### src/rtl/apx_adder_pipe_if.sv
// Operand/result handshake bundle for the pipelined approximate adder.
// The slave modport is the adder side; master is the producer/consumer side.
interface apx_adder_pipe_if #(
    parameter int WIDTH = 4
);
    logic             in_valid;
    logic             in_ready;
    logic [WIDTH-1:0] in_a;
    logic [WIDTH-1:0] in_b;
    logic [1:0]       in_mode;
    logic             out_valid;
    logic             out_ready;
    logic [WIDTH:0]   out_sum;
    logic [WIDTH:0]   out_err;
    logic             out_viol;

    modport slave (
        input  in_valid, in_a, in_b, in_mode, out_ready,
        output in_ready, out_valid, out_sum, out_err, out_viol
    );

    modport master (
        output in_valid, in_a, in_b, in_mode, out_ready,
        input  in_ready, out_valid, out_sum, out_err, out_viol
    );
endinterface

### src/rtl/apx_adder_pipe.sv
// Approximate adder (exact/LOA/truncate/OR low part) with exact-sum error monitor and statistics.
// Latency: 2 cycles from input handshake to out_valid; 1 result per cycle when unstalled.
// Backpressure: two-entry skid via S1/S2; in_ready drops only when both stages hold data and out_ready is low.
module apx_adder_pipe #(
    parameter int WIDTH    = 4,
    parameter int APX_BITS = 2,
    parameter int ET       = 1,
    parameter int CNT_W    = 16
) (
    input  logic               clk,
    input  logic               rst,
    apx_adder_pipe_if.slave    bus,
    input  logic               stat_clr,
    output logic [CNT_W-1:0]   stat_count,
    output logic [CNT_W-1:0]   stat_viol,
    output logic [WIDTH:0]     stat_max_err
);

    typedef enum logic [1:0] {
        MODE_EXACT = 2'b00,
        MODE_LOA   = 2'b01,
        MODE_TRUNC = 2'b10,
        MODE_OR    = 2'b11
    } mode_e;

    typedef struct packed {
        logic [WIDTH-1:0] a;
        logic [WIDTH-1:0] b;
        mode_e            mode;
    } op_t;

    typedef struct packed {
        logic [WIDTH:0] sum;
        logic [WIDTH:0] err;
        logic           viol;
    } res_t;

    localparam logic [WIDTH:0]   ONE_W     = {{WIDTH{1'b0}}, 1'b1};
    localparam logic [WIDTH:0]   LO_MASK_W = (ONE_W << APX_BITS) - ONE_W;
    localparam logic [WIDTH-1:0] LO_MASK   = LO_MASK_W[WIDTH-1:0];
    // A threshold at or beyond the largest representable error can never be exceeded.
    localparam bit               ET_HUGE   = (ET >= (2 ** (WIDTH + 1)) - 1);
    localparam logic [WIDTH:0]   ET_V      = ET_HUGE ? '1 : (WIDTH+1)'(ET);
    localparam logic [CNT_W-1:0] CNT_MAX   = '1;

    op_t         s1_op;
    logic        s1_valid;
    res_t        s2_res;
    logic        s2_valid;

    logic        s1_load;
    logic        s2_load;
    logic        out_hs;

    logic        loa_cin;
    logic        hi_cin;
    logic [WIDTH-1:0] a_hi;
    logic [WIDTH-1:0] b_hi;
    logic [WIDTH-1:0] lo_or;
    logic [WIDTH-1:0] lo_part;
    logic [WIDTH:0]   hi_sum;
    logic [WIDTH:0]   exact_sum;
    logic [WIDTH:0]   apx_sum;
    res_t             res_nxt;

    assign s2_load = ~s2_valid | bus.out_ready;
    assign s1_load = ~s1_valid | s2_load;
    assign out_hs  = s2_valid & bus.out_ready;

    assign bus.in_ready  = ~rst & s1_load;
    assign bus.out_valid = s2_valid;
    assign bus.out_sum   = s2_res.sum;
    assign bus.out_err   = s2_res.err;
    assign bus.out_viol  = s2_res.viol;

    // LOA carry comes from the top approximated bit pair; absent when nothing is approximated.
    if (APX_BITS > 0) begin : g_loa_cin
        assign loa_cin = s1_op.a[APX_BITS-1] & s1_op.b[APX_BITS-1];
    end else begin : g_no_loa_cin
        assign loa_cin = 1'b0;
    end

    always_comb begin
        hi_cin    = 1'b0;
        lo_part   = '0;
        a_hi      = s1_op.a >> APX_BITS;
        b_hi      = s1_op.b >> APX_BITS;
        lo_or     = (s1_op.a | s1_op.b) & LO_MASK;
        exact_sum = {1'b0, s1_op.a} + {1'b0, s1_op.b};

        unique case (s1_op.mode)
            MODE_LOA: begin
                hi_cin  = loa_cin;
                lo_part = lo_or;
            end
            MODE_OR: begin
                lo_part = lo_or;
            end
            default: begin
                hi_cin  = 1'b0;
                lo_part = '0;
            end
        endcase

        // The high-part carry-out lands on bit WIDTH; with K == WIDTH that is hi_cin alone.
        hi_sum  = {1'b0, a_hi} + {1'b0, b_hi} + {{WIDTH{1'b0}}, hi_cin};
        apx_sum = (s1_op.mode == MODE_EXACT) ? exact_sum
                                             : ((hi_sum << APX_BITS) | {1'b0, lo_part});

        res_nxt.sum  = apx_sum;
        res_nxt.err  = (apx_sum >= exact_sum) ? (apx_sum - exact_sum) : (exact_sum - apx_sum);
        res_nxt.viol = ~ET_HUGE & (res_nxt.err > ET_V);
    end

    always_ff @(posedge clk) begin
        if (rst) begin
            s1_valid <= 1'b0;
            s2_valid <= 1'b0;
            s1_op    <= '0;
            s2_res   <= '0;
        end else begin
            if (s1_load) begin
                s1_valid <= bus.in_valid;
                if (bus.in_valid) begin
                    s1_op <= '{a: bus.in_a, b: bus.in_b, mode: mode_e'(bus.in_mode)};
                end
            end
            if (s2_load) begin
                s2_valid <= s1_valid;
                if (s1_valid) begin
                    s2_res <= res_nxt;
                end
            end
        end
    end

    // Clear takes priority over a coinciding delivery.
    always_ff @(posedge clk) begin
        if (rst || stat_clr) begin
            stat_count   <= '0;
            stat_viol    <= '0;
            stat_max_err <= '0;
        end else if (out_hs) begin
            if (stat_count != CNT_MAX) begin
                stat_count <= stat_count + 1'b1;
            end
            if (s2_res.viol && (stat_viol != CNT_MAX)) begin
                stat_viol <= stat_viol + 1'b1;
            end
            if (s2_res.err > stat_max_err) begin
                stat_max_err <= s2_res.err;
            end
        end
    end

endmodule
### src/flat_wrapper.sv
// flat-port wrapper written by rule: the top's interface ports become plain ports
module apx_adder_pipe_flat 
#(
    parameter int WIDTH    = 4,
    parameter int APX_BITS = 2,
    parameter int ET       = 1,
    parameter int CNT_W    = 16
)
  (clk, rst, stat_clr, stat_count, stat_viol, stat_max_err, bus_in_valid, bus_in_a, bus_in_b, bus_in_mode, bus_out_ready, bus_in_ready, bus_out_valid, bus_out_sum, bus_out_err, bus_out_viol);
  apx_adder_pipe_if #(.WIDTH(WIDTH)) bus_i ();
  input  logic clk;
  input  logic rst;
  input  logic stat_clr;
  output logic [CNT_W-1:0] stat_count;
  output logic [CNT_W-1:0] stat_viol;
  output logic [WIDTH:0] stat_max_err;
  input wire logic [$bits(bus_i.in_valid)-1:0] bus_in_valid;
  input wire logic [$bits(bus_i.in_a)-1:0] bus_in_a;
  input wire logic [$bits(bus_i.in_b)-1:0] bus_in_b;
  input wire logic [$bits(bus_i.in_mode)-1:0] bus_in_mode;
  input wire logic [$bits(bus_i.out_ready)-1:0] bus_out_ready;
  output wire logic [$bits(bus_i.in_ready)-1:0] bus_in_ready;
  output wire logic [$bits(bus_i.out_valid)-1:0] bus_out_valid;
  output wire logic [$bits(bus_i.out_sum)-1:0] bus_out_sum;
  output wire logic [$bits(bus_i.out_err)-1:0] bus_out_err;
  output wire logic [$bits(bus_i.out_viol)-1:0] bus_out_viol;
  assign bus_i.in_valid = bus_in_valid;
  assign bus_i.in_a = bus_in_a;
  assign bus_i.in_b = bus_in_b;
  assign bus_i.in_mode = bus_in_mode;
  assign bus_i.out_ready = bus_out_ready;
  assign bus_in_ready = bus_i.in_ready;
  assign bus_out_valid = bus_i.out_valid;
  assign bus_out_sum = bus_i.out_sum;
  assign bus_out_err = bus_i.out_err;
  assign bus_out_viol = bus_i.out_viol;
  apx_adder_pipe #(.WIDTH(WIDTH), .APX_BITS(APX_BITS), .ET(ET), .CNT_W(CNT_W)) u_core (.clk(clk), .rst(rst), .bus(bus_i), .stat_clr(stat_clr), .stat_count(stat_count), .stat_viol(stat_viol), .stat_max_err(stat_max_err));
endmodule
### config.mk
export PLATFORM = sky130hd
export DESIGN_NAME = apx_adder_pipe_flat
export DESIGN_NICKNAME = d
export VERILOG_FILES = /design/src/rtl/apx_adder_pipe_if.sv /design/src/rtl/apx_adder_pipe.sv /design/src/flat_wrapper.sv
export SDC_FILE = /design/constraint.sdc
export NUM_CORES = 1
export LEC_CHECK = 0
export ABC_AREA = 1
export CAP_MARGIN = 20
export CORE_MARGIN = 1.5
export CORE_UTILIZATION = 50
export CTS_CLUSTER_SIZE = 30
export DETAILED_ROUTE_END_ITERATION = 12
export GPL_ROUTABILITY_DRIVEN = 0
export GPL_TIMING_DRIVEN = 0
export PLACE_DENSITY_LB_ADDON = 0.1
export SETUP_SLACK_MARGIN = 0.5
export SLEW_MARGIN = 20
export SYNTH_ARGS = -nofsm -noshare
export SYNTH_HDL_FRONTEND = slang
export SYNTH_SLANG_ARGS = --single-unit
### constraint.sdc
create_clock -name clk -period 3.9 [get_ports clk]
set_clock_uncertainty 0.2 [all_clocks]
set_input_delay 1.17 -clock clk [delete_from_list [all_inputs] [get_ports clk]]
set_output_delay 1.17 -clock clk [all_outputs]
set_load 0.01 [all_outputs]
== Word-level counts from Yosys, hierarchy flattened ==
Cells that the tools add are included.

* Register bits after elaboration: 60
* Input bits: 15
* Output and inout port bits: 50
* Logic and storage cells: 48

* Add/subtract/negate cells: 7
* $lt $le $gt $ge: 3
* Equal/unequal tests: 4
* Multiplexer cells: 4
* Bitwise operators: 10
* Reductions and logical operators: 9

{| class="wikitable"
|+ Operators by type and width
! operator !! number
|-
| adder 16 x 1 -> 16 bit (second input constant) || 2
|-
| inequality test 16 bit (second input constant) || 2
|-
| two-way mux 5 bit || 2
|-
| AND reduction 2 bit || 5
|-
| subtractor 5 bit || 2
|-
| adder 4 x 4 -> 5 bit || 1
|-
| >= comparator 5 bit || 1
|-
| greater-than comparator 5 x 1 -> 1 bit (second input constant) || 1
|-
| greater-than comparator 5 bit || 1
|-
| OR 5 x 4 -> 5 bit || 1
|-
| adder 2 x 2 -> 3 bit || 1
|-
| adder 3 x 1 -> 3 bit || 1
|-
| AND 1 bit || 3
|-
| NOT 1 bit || 3
|-
| == test 2 x 1 -> 1 bit (second input constant) || 1
|-
| == test 2 bit (second input constant) || 1
|-
| zero test 2 bit || 1
|-
| two-way mux 2 bit || 1
|-
| OR 1 bit || 2
|-
| OR 2 bit || 1
|-
| OR reduction 2 bit || 1
|-
| logical AND 1 bit || 1
|-
| logical OR 1 bit || 1
|-
| two-way mux 1 bit || 1
|}

== Logic depth before layout (Yosys ltp) ==
* Depth after elaboration: 8
* Depth in mapped cells: 21
* Depth with buffers taken out: 20

== Worst setup path after synthesis ==
No wires, ideal clock.

* Path kind: register to register
* Start: register u_core.s1_op[3] (netlist name)
* End: register u_core.s2_res, in the netlist u_core.bus.out_viol
* Setup time: 0.117 ns
* Data arrival time: 2.930 ns
* Required time: 3.583 ns
* Setup slack: 0.653 ns
* Cell stages (with the launch flop): 21
* Buffers on the path: 1
* Period minus slack after synthesis: 3.247 ns
* Cell sequence: dfxtp_1 -> ha_1 -> nand2_1 -> nor2_1 -> fa_1 -> inv_1 -> fa_1 -> or2_2 -> nand2_1 -> inv_1 -> ha_1 -> buf_2 -> or2_2 -> nand3_1 -> nand2_1 -> inv_1 -> nand2_1 -> nand2_1 -> nand3_1 -> nor2_1 -> nor2_1

* Cells in the longest elaborated chain, start to end: 8
* Elaborated cells between the ends (all ways): 13
* Classes of those cells: add/sub (4); order compare (2); mux (4); bitwise (3)

{| class="wikitable"
|+ Ends and longest elaborated chain
! item !! RTL line !! text
|-
| start: declaration || apx_adder_pipe.sv:46 || <nowiki>op_t s1_op;</nowiki>
|-
| start signal: assignment || apx_adder_pipe.sv:125 || <nowiki>s1_op <= '{a: bus.in_a, b: bus.in_b, mode: mode_e'(bus.in_mode)};</nowiki>
|-
| AND 1 bit || apx_adder_pipe.sv:78 || <nowiki>assign loa_cin = s1_op.a[APX_BITS-1] & s1_op.b[APX_BITS-1];</nowiki>
|-
| two-way mux 1 bit || apx_adder_pipe.sv:91 || <nowiki>unique case (s1_op.mode)</nowiki>
|-
| adder 3 x 1 -> 3 bit || apx_adder_pipe.sv:106 || <nowiki>hi_sum = {1'b0, a_hi} + {1'b0, b_hi} + {{WIDTH{1'b0}}, hi_cin};</nowiki>
|-
| OR 5 x 4 -> 5 bit || apx_adder_pipe.sv:108 || <nowiki>: ((hi_sum << APX_BITS) | {1'b0, lo_part});</nowiki>
|-
| two-way mux 5 bit * || apx_adder_pipe.sv:107 || <nowiki>apx_sum = (s1_op.mode == MODE_EXACT) ? exact_sum</nowiki>
|-
| named net u_core.apx_sum[3] || apx_adder_pipe.sv:63 || <nowiki>logic [WIDTH:0] apx_sum;</nowiki>
|-
| subtractor 5 bit / >= comparator 5 bit (equally long branches) || apx_adder_pipe.sv:111 || <nowiki>res_nxt.err = (apx_sum >= exact_sum) ? (apx_sum - exact_sum) : (exact_sum - apx_sum);</nowiki>
|-
| two-way mux 5 bit * || apx_adder_pipe.sv:111 ||
|-
| greater-than comparator 5 x 1 -> 1 bit * || apx_adder_pipe.sv:112 || <nowiki>res_nxt.viol = ~ET_HUGE & (res_nxt.err > ET_V);</nowiki>
|-
| end signal: assignment || apx_adder_pipe.sv:131 || <nowiki>s2_res <= res_nxt;</nowiki>
|-
| end: declaration || apx_adder_pipe.sv:48 || <nowiki>res_t s2_res;</nowiki>
|}

Mark *: on every way through the listed nets, which the timed path passes. The rest lies on a longest branch.
A chain may end at the register's enable or synchronous reset.

== Worst setup path after layout ==
* Start: input port rst
* End: output port bus_in_ready

* Cells in the longest elaborated chain, start to end: 2

{| class="wikitable"
|+ Ends and longest elaborated chain
! item !! RTL line !! text
|-
| start: declaration || flat_wrapper.sv:12 || <nowiki>input logic rst;</nowiki>
|-
| NOT 1 bit || apx_adder_pipe.sv:70 || <nowiki>assign bus.in_ready = ~rst & s1_load;</nowiki>
|-
| AND 1 bit || apx_adder_pipe.sv:70 ||
|-
| end: declaration || flat_wrapper.sv:22 || <nowiki>output wire logic [$bits(bus_i.in_ready)-1:0] bus_in_ready;</nowiki>
|}

Every way passes these cells.

==> metrics <==
Max Clock Freq 303.6 MHz; setup repair after global routing missed its margin yes; Synth warnings 0; power after layout 1.894 mW; share of final-layout standard cells stronger than drive strength 1 0.1117; TritonCTS buffer count 9; share of async-settable or async-resettable flops after synthesis 0; WP data required 2.53 ns; Area after DPL 0.004367 mm2; largest voltage drop on the vdd net 0.2298 mV; fin area 0.004767 mm2; drt drc 0; most used flip-flop cell after synthesis dfxtp_1; starting utilization of the core area 0.5250; number of sinks handled by clock tree synthesis 60; clock edge transition at the registers on the reported setup and hold paths 0.06 ns; final hold viol count 0; global-route wire length before repair 14.26 mm; signal arrival time at the worst endpoint 1.92 ns; H-tree Lvls 3; synthesized area per cell 6.868 um2; vias in the first global route 3,177; Post-Route Hold Slack 0.2728 ns; tightest slew margin relative to the limit 0.6156; setup violation total in the final timing report 0; capturing element type of the critical path primary output; share of the clock period used by the worst path 0.8446; routed wire length per instance 12.67 um; Std-Cell Rows 30; kind of critical path in -> out; horizontal die dimension 87.93 um; ANT nets after route 0; Synth cell types 34; number of top-level pins 65; synthesized flop and latch total 60; floorplan die height 87.93 um; element type at the critical path start input pin; number of violations reported at the end of detailed-routing iteration 0 164; final routed wirelength across all metal layers 8.932 mm; Final Net Count 646; Root Buffer clkbuf_8; via density per instance 5.077; sequential share of the synthesized area 0.3331; filler cell count 585; status complete, no violations; 1st-pass router iterations 4; GRT Residual Overflow 0; HPWL after detailed placement 6.365 mm; Final Max Tran Viols 0; overall track demand over capacity in global routing 0.2382; cell area after synthesis 0.003606 mm2; EDFF count, synth 0; area inside the core boundary 0.006869 mm2; # port buffers 64; footprint of the multi-input gates 0.002141 mm2; clock insertion delay at the later pin of the skew report 0.35 ns; cell count after synthesis 525; total via count in the routed design 3,579; power density over the cells 397.4 mW/mm2; slew of the pin with the lowest slew margin 0.5731 ns; count of antenna diodes in the layout 0; number of max-capacitance violations reported 0; flip-flop and latch area 0.001204 mm2; largest net degree at the start of global routing 12; Max clock buf depth 2; post-synthesis net count 567; crit path time final 3.294 ns; area added between synthesis and finish 32.20%; largest driver fanout on the critical path 10; TritonCTS clock tree yes; HP Class reg -> reg; number of antenna violations at the first check in global routing 0; Die ar. 0.007731 mm2; Leakage 1.924 nW
==> kinds of logic (layout without fill, tap and decap cells) <==
| family | after synthesis | in the layout | share of synthesized area |
|---|---|---|---|
| compound gates | 94 | 94 | 0.1440 |
| simple gates | 239 | 239 | 0.2776 |
| fa+ha+maj | 27 | 27 | 0.1041 |
| buf+inv | 88 | 172 | 0.09993 |
| flops | 60 | 60 | 0.3331 |
| xor+xnor | 17 | 17 | 0.04129 |
==> report_power, final <==
part           leakage, nW  internal (mW)  switching (mW)  total [mW]
Clock                0.126          0.461           0.265       0.726
Sequential           0.489          0.634          0.0183       0.652
Combinational         1.31          0.219           0.297       0.516
Total                 1.92           1.31           0.580        1.89
==> worst max-delay path, stage by stage <==
cell,delay (ns)
clkdlybuf4s15_1,0.26
inv_2,0.11
clkbuf_8,0.17
nand2_1,0.06
inv_1,0.04
buf_2,0.11
==> Yosys cell counts (all sizes together), types with 8 or more instances <==
cell type,n,area [um2]
nand2,125,476.7
inv,73,274.0
nor2,64,257.7
dfxtp,60,1201
a21oi,45,236.5
o21ai,34,170.2
nand3,27,135.1
ha,22,275.3
nor3,12,60.06
xor2,9,78.83
xnor2,8,70.07
==> worst paths after layout <==
kind                                                          start                                  end  slack [ns]  depth (start not counted)
worst max-delay path                                            rst                         bus_in_ready        0.61                          6
worst min-delay path            u_core.stat_max_err[1]$_SDFFE_PP0P_  u_core.stat_max_err[1]$_SDFFE_PP0P_        0.27                          2
worst max register to register         u_core.s1_op[3]$_SDFFE_PP0P_     u_core.bus.out_viol$_SDFFE_PP0P_        0.65                         20
worst min register to register  u_core.stat_max_err[1]$_SDFFE_PP0P_  u_core.stat_max_err[1]$_SDFFE_PP0P_        0.27                          2
==> layer usage <==
metal / up-vias / wire length [um] / share of wire / track usage
met3: 17 / 387 / 0.043 / 0.05372
met1: 1646 / 4231 / 0.47 / 0.3192
met4: 0 / 168 / 0.019 / 0.1010
li1: 1840 / - / - / -
met5: - / 0 / 0 / 0
met2: 76 / 4143 / 0.46 / 0.3685
==> cell type report <==
type / instances / area share
clock buffer: 11 / 0.03176
multi-input combinational: 377 / 0.4491
tap: 96 / 0.02520
buffer: 14 / 0.02073
inverter: 74 / 0.05827
sequential: 60 / 0.2525
clock inverter: 5 / 0.02231
timing repair buffer: 68 / 0.1402
==> cells in the final DEF (no fill, tap or decap), types with 4 or more instances in the layout <==
cell and n:
a21oi_1 41, buf_4 5, buf_6 4, clkbuf_1 6, clkbuf_8 12, clkdlybuf4s50_1 61, dfxtp_1 58, fa_1 4
ha_1 19, inv_1 68, inv_2 5, nand2_1 118, nand2_2 7, nand3_1 25, nand4_1 5, nor2_1 55
nor2_2 7, nor3_1 12, o211ai_1 7, o21ai_0 33, xnor2_1 7, xor2_1 9
==> state kept, by name (all words and copies together) (netlist names) <==
| name | cells |
|---|---|
| u_core.b_hi | 2 |
| u_core.stat_viol | 16 |
| u_core.stat_max_err | 5 |
| u_core.bus.out_sum | 5 |
| u_core.bus.out_err | 5 |
| u_core.a_hi | 2 |
| u_core.s1_valid | 1 |
| u_core.s1_op | 6 |
| u_core.bus.out_valid | 1 |
| u_core.bus.out_viol | 1 |
| u_core.stat_count | 16 |
==> timing repair <==
| item | in CTS | in global routing |
|---|---|---|
| endpoints found under the setup margin | 6 | 6 |
| resized for setup | 17 | 21 |
| hold buffers | 0 | 0 |
| setup buffers | 2 | 2 |
| pin swaps | 5 | 6 |
| hold endpoints to repair | 0 | 0 |
==> stage by stage <==
step / util / instances / TNS, ns / worst slack (ns)
global route: 0.6940 / 705 / 0 / 0.4773
detailed placement: 0.6357 / 685 / -0.3422 / -0.3422
floorplan: - / 525 / 0 / 0.6529
global placement: 0.6357 / 685 / -0.3417 / -0.3417
CTS: 0.6798 / 703 / 0 / 0.5288
finish: 0.6940 / 705 / 0 / 0.6060
No activity file was read; power rests on OpenSTA's default activity.
